===== src/rtl/lightcube_pkg.sv =====
// Shared lightcube definitions: sync header bytes, frame geometry and the
// assembler state encoding.
package lightcube_pkg;
  localparam logic [7:0] SYNC0       = 8'hA5;
  localparam logic [7:0] SYNC1       = 8'h5A;
  localparam int         FRAME_BYTES = 64;
  localparam int         FRAME_BITS  = FRAME_BYTES * 8;

  typedef enum logic [1:0] {
    HDR0    = 2'd0,
    HDR1    = 2'd1,
    PAYLOAD = 2'd2,
    CHECK   = 2'd3
  } asm_state_t;
endpackage


===== src/rtl/uart_frame_assembler_gap_timer.sv =====
// Inter-byte gap counter; saturates at TIMEOUT_CYCLES and flags expiry while enabled.
module gap_timer #(
  parameter int TIMEOUT_CYCLES = 1_000_000
) (
  input  logic clk,
  input  logic rst,
  input  logic clear,
  input  logic enable,
  output logic expired
);
  localparam int W = $clog2(TIMEOUT_CYCLES + 1);
  localparam logic [W-1:0] LIMIT = W'(TIMEOUT_CYCLES);

  logic [W-1:0] cnt;

  always_ff @(posedge clk) begin
    if (rst || clear || !enable) cnt <= '0;
    else if (cnt != LIMIT)       cnt <= cnt + W'(1);
  end

  assign expired = enable && (cnt == LIMIT);
endmodule


===== src/rtl/uart_frame_assembler.sv =====
// Serial byte stream to 8x8x8 cube frame: sync hunt, 64-byte shadow fill,
// additive checksum gate, and commit to the output frame register.
module uart_frame_assembler
  import lightcube_pkg::*;
#(
  parameter int TIMEOUT_CYCLES = 1_000_000
) (
  input  logic                  clk,
  input  logic                  rst,
  input  logic [7:0]            rx_data,
  input  logic                  rx_valid,
  output logic [FRAME_BITS-1:0] frame_cube_flat,
  output logic                  frame_valid,
  output logic                  csum_err,
  output logic                  timeout_err,
  output logic [7:0]            frame_count
);
  localparam logic [5:0] LAST_IDX = 6'(FRAME_BYTES - 1);

  asm_state_t                  state;
  logic [5:0]                  idx;
  logic [7:0]                  sum;
  logic [FRAME_BYTES-1:0][7:0] shadow;
  logic                        gap_expired;

  // A byte in the expiry cycle clears the timer, so the byte always wins.
  gap_timer #(.TIMEOUT_CYCLES(TIMEOUT_CYCLES)) u_gap (
    .clk     (clk),
    .rst     (rst),
    .clear   (rx_valid),
    .enable  (state != HDR0),
    .expired (gap_expired)
  );

  always_ff @(posedge clk) begin
    if (rst) begin
      state           <= HDR0;
      idx             <= '0;
      sum             <= '0;
      shadow          <= '0;
      frame_cube_flat <= '0;
      frame_valid     <= 1'b0;
      csum_err        <= 1'b0;
      timeout_err     <= 1'b0;
      frame_count     <= '0;
    end else begin
      frame_valid <= 1'b0;
      csum_err    <= 1'b0;
      timeout_err <= 1'b0;
      if (rx_valid) begin
        case (state)
          HDR0: if (rx_data == SYNC0) state <= HDR1;
          HDR1: begin
            if (rx_data == SYNC1) begin
              state <= PAYLOAD;
              idx   <= '0;
              sum   <= '0;
            end else if (rx_data != SYNC0) begin
              state <= HDR0;
            end
          end
          PAYLOAD: begin
            shadow[idx] <= rx_data;
            sum         <= sum + rx_data;
            idx         <= idx + 6'd1;
            if (idx == LAST_IDX) state <= CHECK;
          end
          CHECK: begin
            if (rx_data == sum) begin
              frame_cube_flat <= shadow;
              frame_valid     <= 1'b1;
              frame_count     <= frame_count + 8'd1;
            end else begin
              csum_err <= 1'b1;
            end
            state <= HDR0;
          end
          default: state <= HDR0;
        endcase
      end else if (gap_expired) begin
        state       <= HDR0;
        timeout_err <= 1'b1;
      end
    end
  end
endmodule


===== config.mk =====
export PLATFORM = sky130hd
export DESIGN_NAME = uart_frame_assembler
export DESIGN_NICKNAME = d
export VERILOG_FILES = /design/src/rtl/lightcube_pkg.sv /design/src/rtl/uart_frame_assembler_gap_timer.sv /design/src/rtl/uart_frame_assembler.sv
export SDC_FILE = /design/constraint.sdc
export NUM_CORES = 2
export LEC_CHECK = 0
export ABC_CLOCK_PERIOD_IN_PS = 4900
export CORE_ASPECT_RATIO = 1.25
export CORE_UTILIZATION = 55
export DETAILED_ROUTE_END_ITERATION = 7
export HOLD_SLACK_MARGIN = 0.08
export PLACE_DENSITY = 0.8
export SLEW_MARGIN = 20
export SYNTH_ARGS = -nofsm -noshare
export SYNTH_HDL_FRONTEND = slang
export SYNTH_SLANG_ARGS = --single-unit

===== constraint.sdc =====
create_clock -name clk -period 4.9 [get_ports clk]
set_clock_uncertainty 0.2 [all_clocks]
set_input_delay 0.735 -clock clk [delete_from_list [all_inputs] [get_ports clk]]
set_output_delay 0.735 -clock clk [all_outputs]
set_load 0.05 [all_outputs]

**After elaboration in Yosys (flattened, before gate mapping)**

Cells that the tools add are included.

- Register bits after elaboration: 1071
- Bits in latches: 0
- RAM bits: 0
- Bits in read-only memories: 0
- Bits of input ports: 11
- Output and inout bits: 523
- Logic and storage cells: 127
- Memories kept: 0

- Add/sub/neg operators: 4
- $mul: 0
- Divide/modulo/power cells: 0
- Magnitude comparators: 2
- Equal/unequal tests: 14
- Shift operators: 0
- Mux-type cells: 17
- Bitwise gates (word level): 2
- Reduce and logical (&&, ||, !) cells: 15

Operator list:

| kind | number |
|---|---|
| 512-bit bitwise mux | 1 |
| 8-bit demux with 6-bit select | 1 |
| 20-bit by 1-bit adder with 20-bit output (second input constant) | 1 |
| 20-bit == test (second input constant) | 1 |
| 20-bit != test (second input constant) | 1 |
| 8-bit two-way mux | 2 |
| 8-bit one-hot mux with 2 select lines | 1 |
| 2-bit two-way mux | 6 |
| 6-bit one-hot mux with 2 select lines | 1 |
| 8-bit by 1-bit adder with 8-bit output (second input constant) | 1 |
| 8-bit adder | 1 |
| 8-bit by 7-bit == test with 1-bit output (second input constant) | 1 |
| 8-bit == test | 1 |
| 8-bit == test (second input constant) | 1 |
| 8-bit != test (second input constant) | 1 |
| 2-bit one-hot mux with 4 select lines | 1 |
| 6-bit by 7-bit less-than comparator with 1-bit output (second input constant) | 1 |
| 6-bit by 1-bit adder with 6-bit output (second input constant) | 1 |
| 6-bit == test (second input constant) | 1 |
| 6-bit by 1-bit greater-or-equal comparator with 1-bit output (second input constant) | 1 |
| 6-bit two-way mux | 1 |
| 3-bit != test (second input constant) | 2 |
| 3-bit AND reduction | 2 |
| 2-bit nonzero test | 3 |
| 14 further kinds | 20 |

**Longest topological paths before layout**

- Depth after elaboration: 5
- Gate-level depth with buffers: 9
- Depth with buffers taken out: 8

**By module**

A second synthesis with hierarchy kept.

- Cell total of the unflattened synthesis: 4653
- Area total of the unflattened synthesis: 38481.9 um^2

By module, submodules not included:

| module | instances | cells each | area each (um^2) | seq. area each (um^2) |
|---|---|---|---|---|
| uart_frame_assembler | 1 | 4536 | 37467.2 | 21040.2 |
| gap_timer | 1 | 117 | 1014.7 | 400.4 |

**Least setup slack after synthesis**

OpenSTA, ideal clock, no wires.

- Kind: input port to flip-flop
- From: in rx_data[5]
- To: reg frame_cube_flat[128]
- Library setup time: 0.132 ns
- Arrival time: 2.656 ns
- Data required time: 4.568 ns
- Slack: 1.911 ns
- Cell stages on the path: 9
- Buffers on the path: 3
- Cell sequence: ha_1 > or4_4 > nor3_1 > nand4_1 > buf_2 > clkbuf_1 > clkbuf_1 > nand2_1 > a21oi_1

- Longest elaborated chain between the ends: 2

Ends and longest elaborated chain:

| item | RTL line | source |
|---|---|---|
| from (decl) | uart_frame_assembler.sv:10 | `input logic [7:0] rx_data,` |
| 8-bit == test | uart_frame_assembler.sv:69 | `if (rx_data == sum) begin` |
| 3-bit AND reduction (no line) | n/a |  |
| to (signal assigned) | uart_frame_assembler.sv:70 | `frame_cube_flat <= shadow;` |
| to (decl) | uart_frame_assembler.sv:12 | `output logic [FRAME_BITS-1:0] frame_cube_flat,` |

Every way passes these cells.
A chain may end at the register's enable or synchronous reset.

**Final worst setup path**

- From: in rx_data[6]
- To: reg frame_cube_flat[110]

Same word-level chain as after synthesis.

==> summary.txt <==
Outcome
  • Status: complete, no violations

Power and ir drop
  • Worst vdd ir: roughly 0.32 mV
  • Power Density: 358 nW/um^2
  • Static Leakage: 15.2 nW

STA
  • Hold_ws: 0.239 ns
  • Crit share post-route: 0.686
  • Worst-Margin Slew: 1.16 ns
  • RSZ-0062 raised after global routing: no
  • Final worst path period need: 3.36 ns
  • Setup violators final: 0
  • Max-slew violations: 0
  • Max Clk Rate: 0.297 GHz
  • Final setup TNS: 0 ns
  • Slew HR: 0.225
  • Hold Vio Cnt, Final: 0

Logic synthesis
  • Synth Warn #: 0
  • Area of the mapped netlist: 38500 um^2
  • Syn avg cell area: 8.30 um^2
  • Syn Nets: between 4000 and 5000
  • Register area share after synthesis: 0.557
  • FF+latch count, synth: 1071
  • Post-synth EDFFs: 0
  • Ys async rst share: 0
  • Syn Inst Count: approximately 4600
  • Yosys cell types: 55
  • Top_reg_cell synth: dfxtp_1

Clock network
  • H-tree depth: 3
  • Clk sink count: 1071
  • Clock latency on the worst-skew pair: 0.66 ns
  • Clock Pin Slew Worst Setup and Hold Paths: 0.06 ns
  • Clock buffer depth: 3
  • CTS buffer count: 100
  • Post CTS Setup Buffer Count: 0
  • Root Buffer: clkbuf_16
  • CTS tree: built
  • Hold buffers post-CTS: 0
  • CTS resizes: 0

Critical path
  • Type of the worst setup path: in2reg
  • CP required: 5.20 ns
  • Crit. End Element: flop
  • Max FO, Critical Path: 167
  • Critical Path AT: about 3.7 ns
  • CP Launch Type: input port

Die
  • Die Span Y: slightly below 300 um
  • Core Area: around 69000 um^2
  • DIE AREA: 71100 um^2
  • Site Rows: about 110
  • # IOs: around 530
  • Die X: 239 um
  • Initial Util: 0.555

Cells and area
  • Synth-to-layout area growth: 23.5%
  • Most frequent cells in the layout: nand2_1 (1401), dfxtp_1 (1071), a21oi_1 (841)
  • Fin nets: 4975
  • Commonest non-fill, non-tap cell in the layout: nand2_1
  • Share of post-route cells with drive strength above 1: 0.0533

Global routing
  • Global-route wire length before repair: 172000 um
  • Initial antenna violation count: 2
  • Number of global-route vias before repair: 30900
  • Tot GR Track Use: 0.305
  • GRT overflow: 0
  • Largest net degree at the start of global routing: 182

Detailed routing
  • Via density: 5.54
  • Routed WL per cell: approximately 19 um
  • Pre-Repair DR Iteration Count: 5
  • Antenna-violating nets left: 0
  • Detailed Route WL: 112000 um
  • Number of DRC markers in iteration 0: 3055
  • Drt drc: 0
  • Via Count: about 33000

Placed design
  • GP Congestion: 0.870
  • Half-perimeter wire length after placement: 67600 um
  • Port Buffers: between 500 and 600

Run
  • Max cap viols: 0

Min path
  • Hold crit path type: reg2reg
state kept, by name, indices dropped and copies added, names as in the netlist:
name,count
csum_err,1
frame_count,8
frame_cube_flat,512
frame_valid,1
idx,6
shadow,512
state,2
sum,8
timeout_err,1
u_gap.cnt,20
through the flow:
stage / instance area (um^2) / worst slack, ns / util / total power [mW] / std cells
after floorplan: 38500 / 1.91 / - / 9.09 / 4637
after global placement: 44100 / 1.10 / 0.636 / 9.20 / 5785
after detailed placement: 44100 / 0.992 / 0.636 / 9.20 / 5785
after CTS: 47500 / 1.68 / 0.686 / 17.1 / 5967
after global routing: 47600 / 1.52 / 0.686 / 17.5 / 5968
final: 47600 / 1.54 / 0.686 / 17.0 / 5969
per-layer routing:
metal | share of wire | global-route usage | vias up
met1 | 0.40 | 0.378 | 15700
met2 | 0.47 | 0.495 | 1160
li1 | - | - | 15900
met4 | 0.054 | 0.163 | 2
met3 | 0.075 | 0.0643 | 290
met5 | 0.00013 | 0 | -
cell usage after synthesis (all sizes together), types with 5 or more instances:
master,instances,area share
nand2,1401,0.14
dfxtp,1071,0.56
a21oi,841,0.11
nand3,298,0.039
nor2,269,0.030
clkbuf,243,0.024
mux2i,202,0.053
buf,137,0.018
o21ai,31,0.0040
xor2,19,0.0043
ha,11,0.0036
nor2b,11,0.0018
nand4,9,0.0015
nor3,9,0.0012
or3,9,0.0015
xnor2,8,0.0018
a22oi,7,0.0014
and2,5,0.00081
and4,5,0.0011
inv,5,0.00049
area by class of cell:
cell class	count	area, um^2
sequential	1071	21400
clock buffer	143	2880
clock inverter	39	544
timing repair buffer	593	5980
fill	5535	21800
multi-input combinational	3181	15500
tap	935	1170
antenna	2	5.00
inverter	5	18.8
worst max-delay path: stages:
cell	delay, ns
buf_4	0.37
ha_1	0.37
or4_4	0.52
nor3_1	0.22
nand4_1	0.21
buf_4	0.37
buf_12	0.31
nand2_1	0.23
a21oi_1	0.09
kinds of logic (layout without fill, tap and decap cells):
logic type	Yosys count	after routing	synth area share
flip-flops	1071	1071	0.557
adder cells (fa/ha/maj)	12	12	0.00409
buffers and inverters	385	780	0.0421
multiplexers	204	204	0.0531
AO/OA/AOI/OAI	892	892	0.117
other	0	2	0
XOR/XNOR	27	27	0.00614
AND/OR/NAND/NOR	2046	2046	0.220
path summary, 6_finish.rpt:
path / start / to / slack, ns / depth (start not counted)
setup / recovery: rx_data[6] / frame_cube_flat[110]$_SDFFE_PP0P_ / 1.54 / 9
hold / removal: shadow[356]$_SDFFE_PP0P_ / frame_cube_flat[356]$_SDFFE_PP0P_ / 0.24 / 2
setup reg to reg: sum[5]$_SDFFE_PP0P_ / frame_cube_flat[110]$_SDFFE_PP0P_ / 1.64 / 8
hold reg to reg: shadow[356]$_SDFFE_PP0P_ / frame_cube_flat[356]$_SDFFE_PP0P_ / 0.24 / 2
where the power goes:
| group | internal (mW) | total, mW | switching (mW) |
|---|---|---|---|
| clock network | 4.65 | 8.03 | 3.38 |
| logic | 0.0380 | 0.305 | 0.266 |
| registers | 8.70 | 8.70 | 0.0000652 |
No activity file was read; power rests on OpenSTA's default activity.
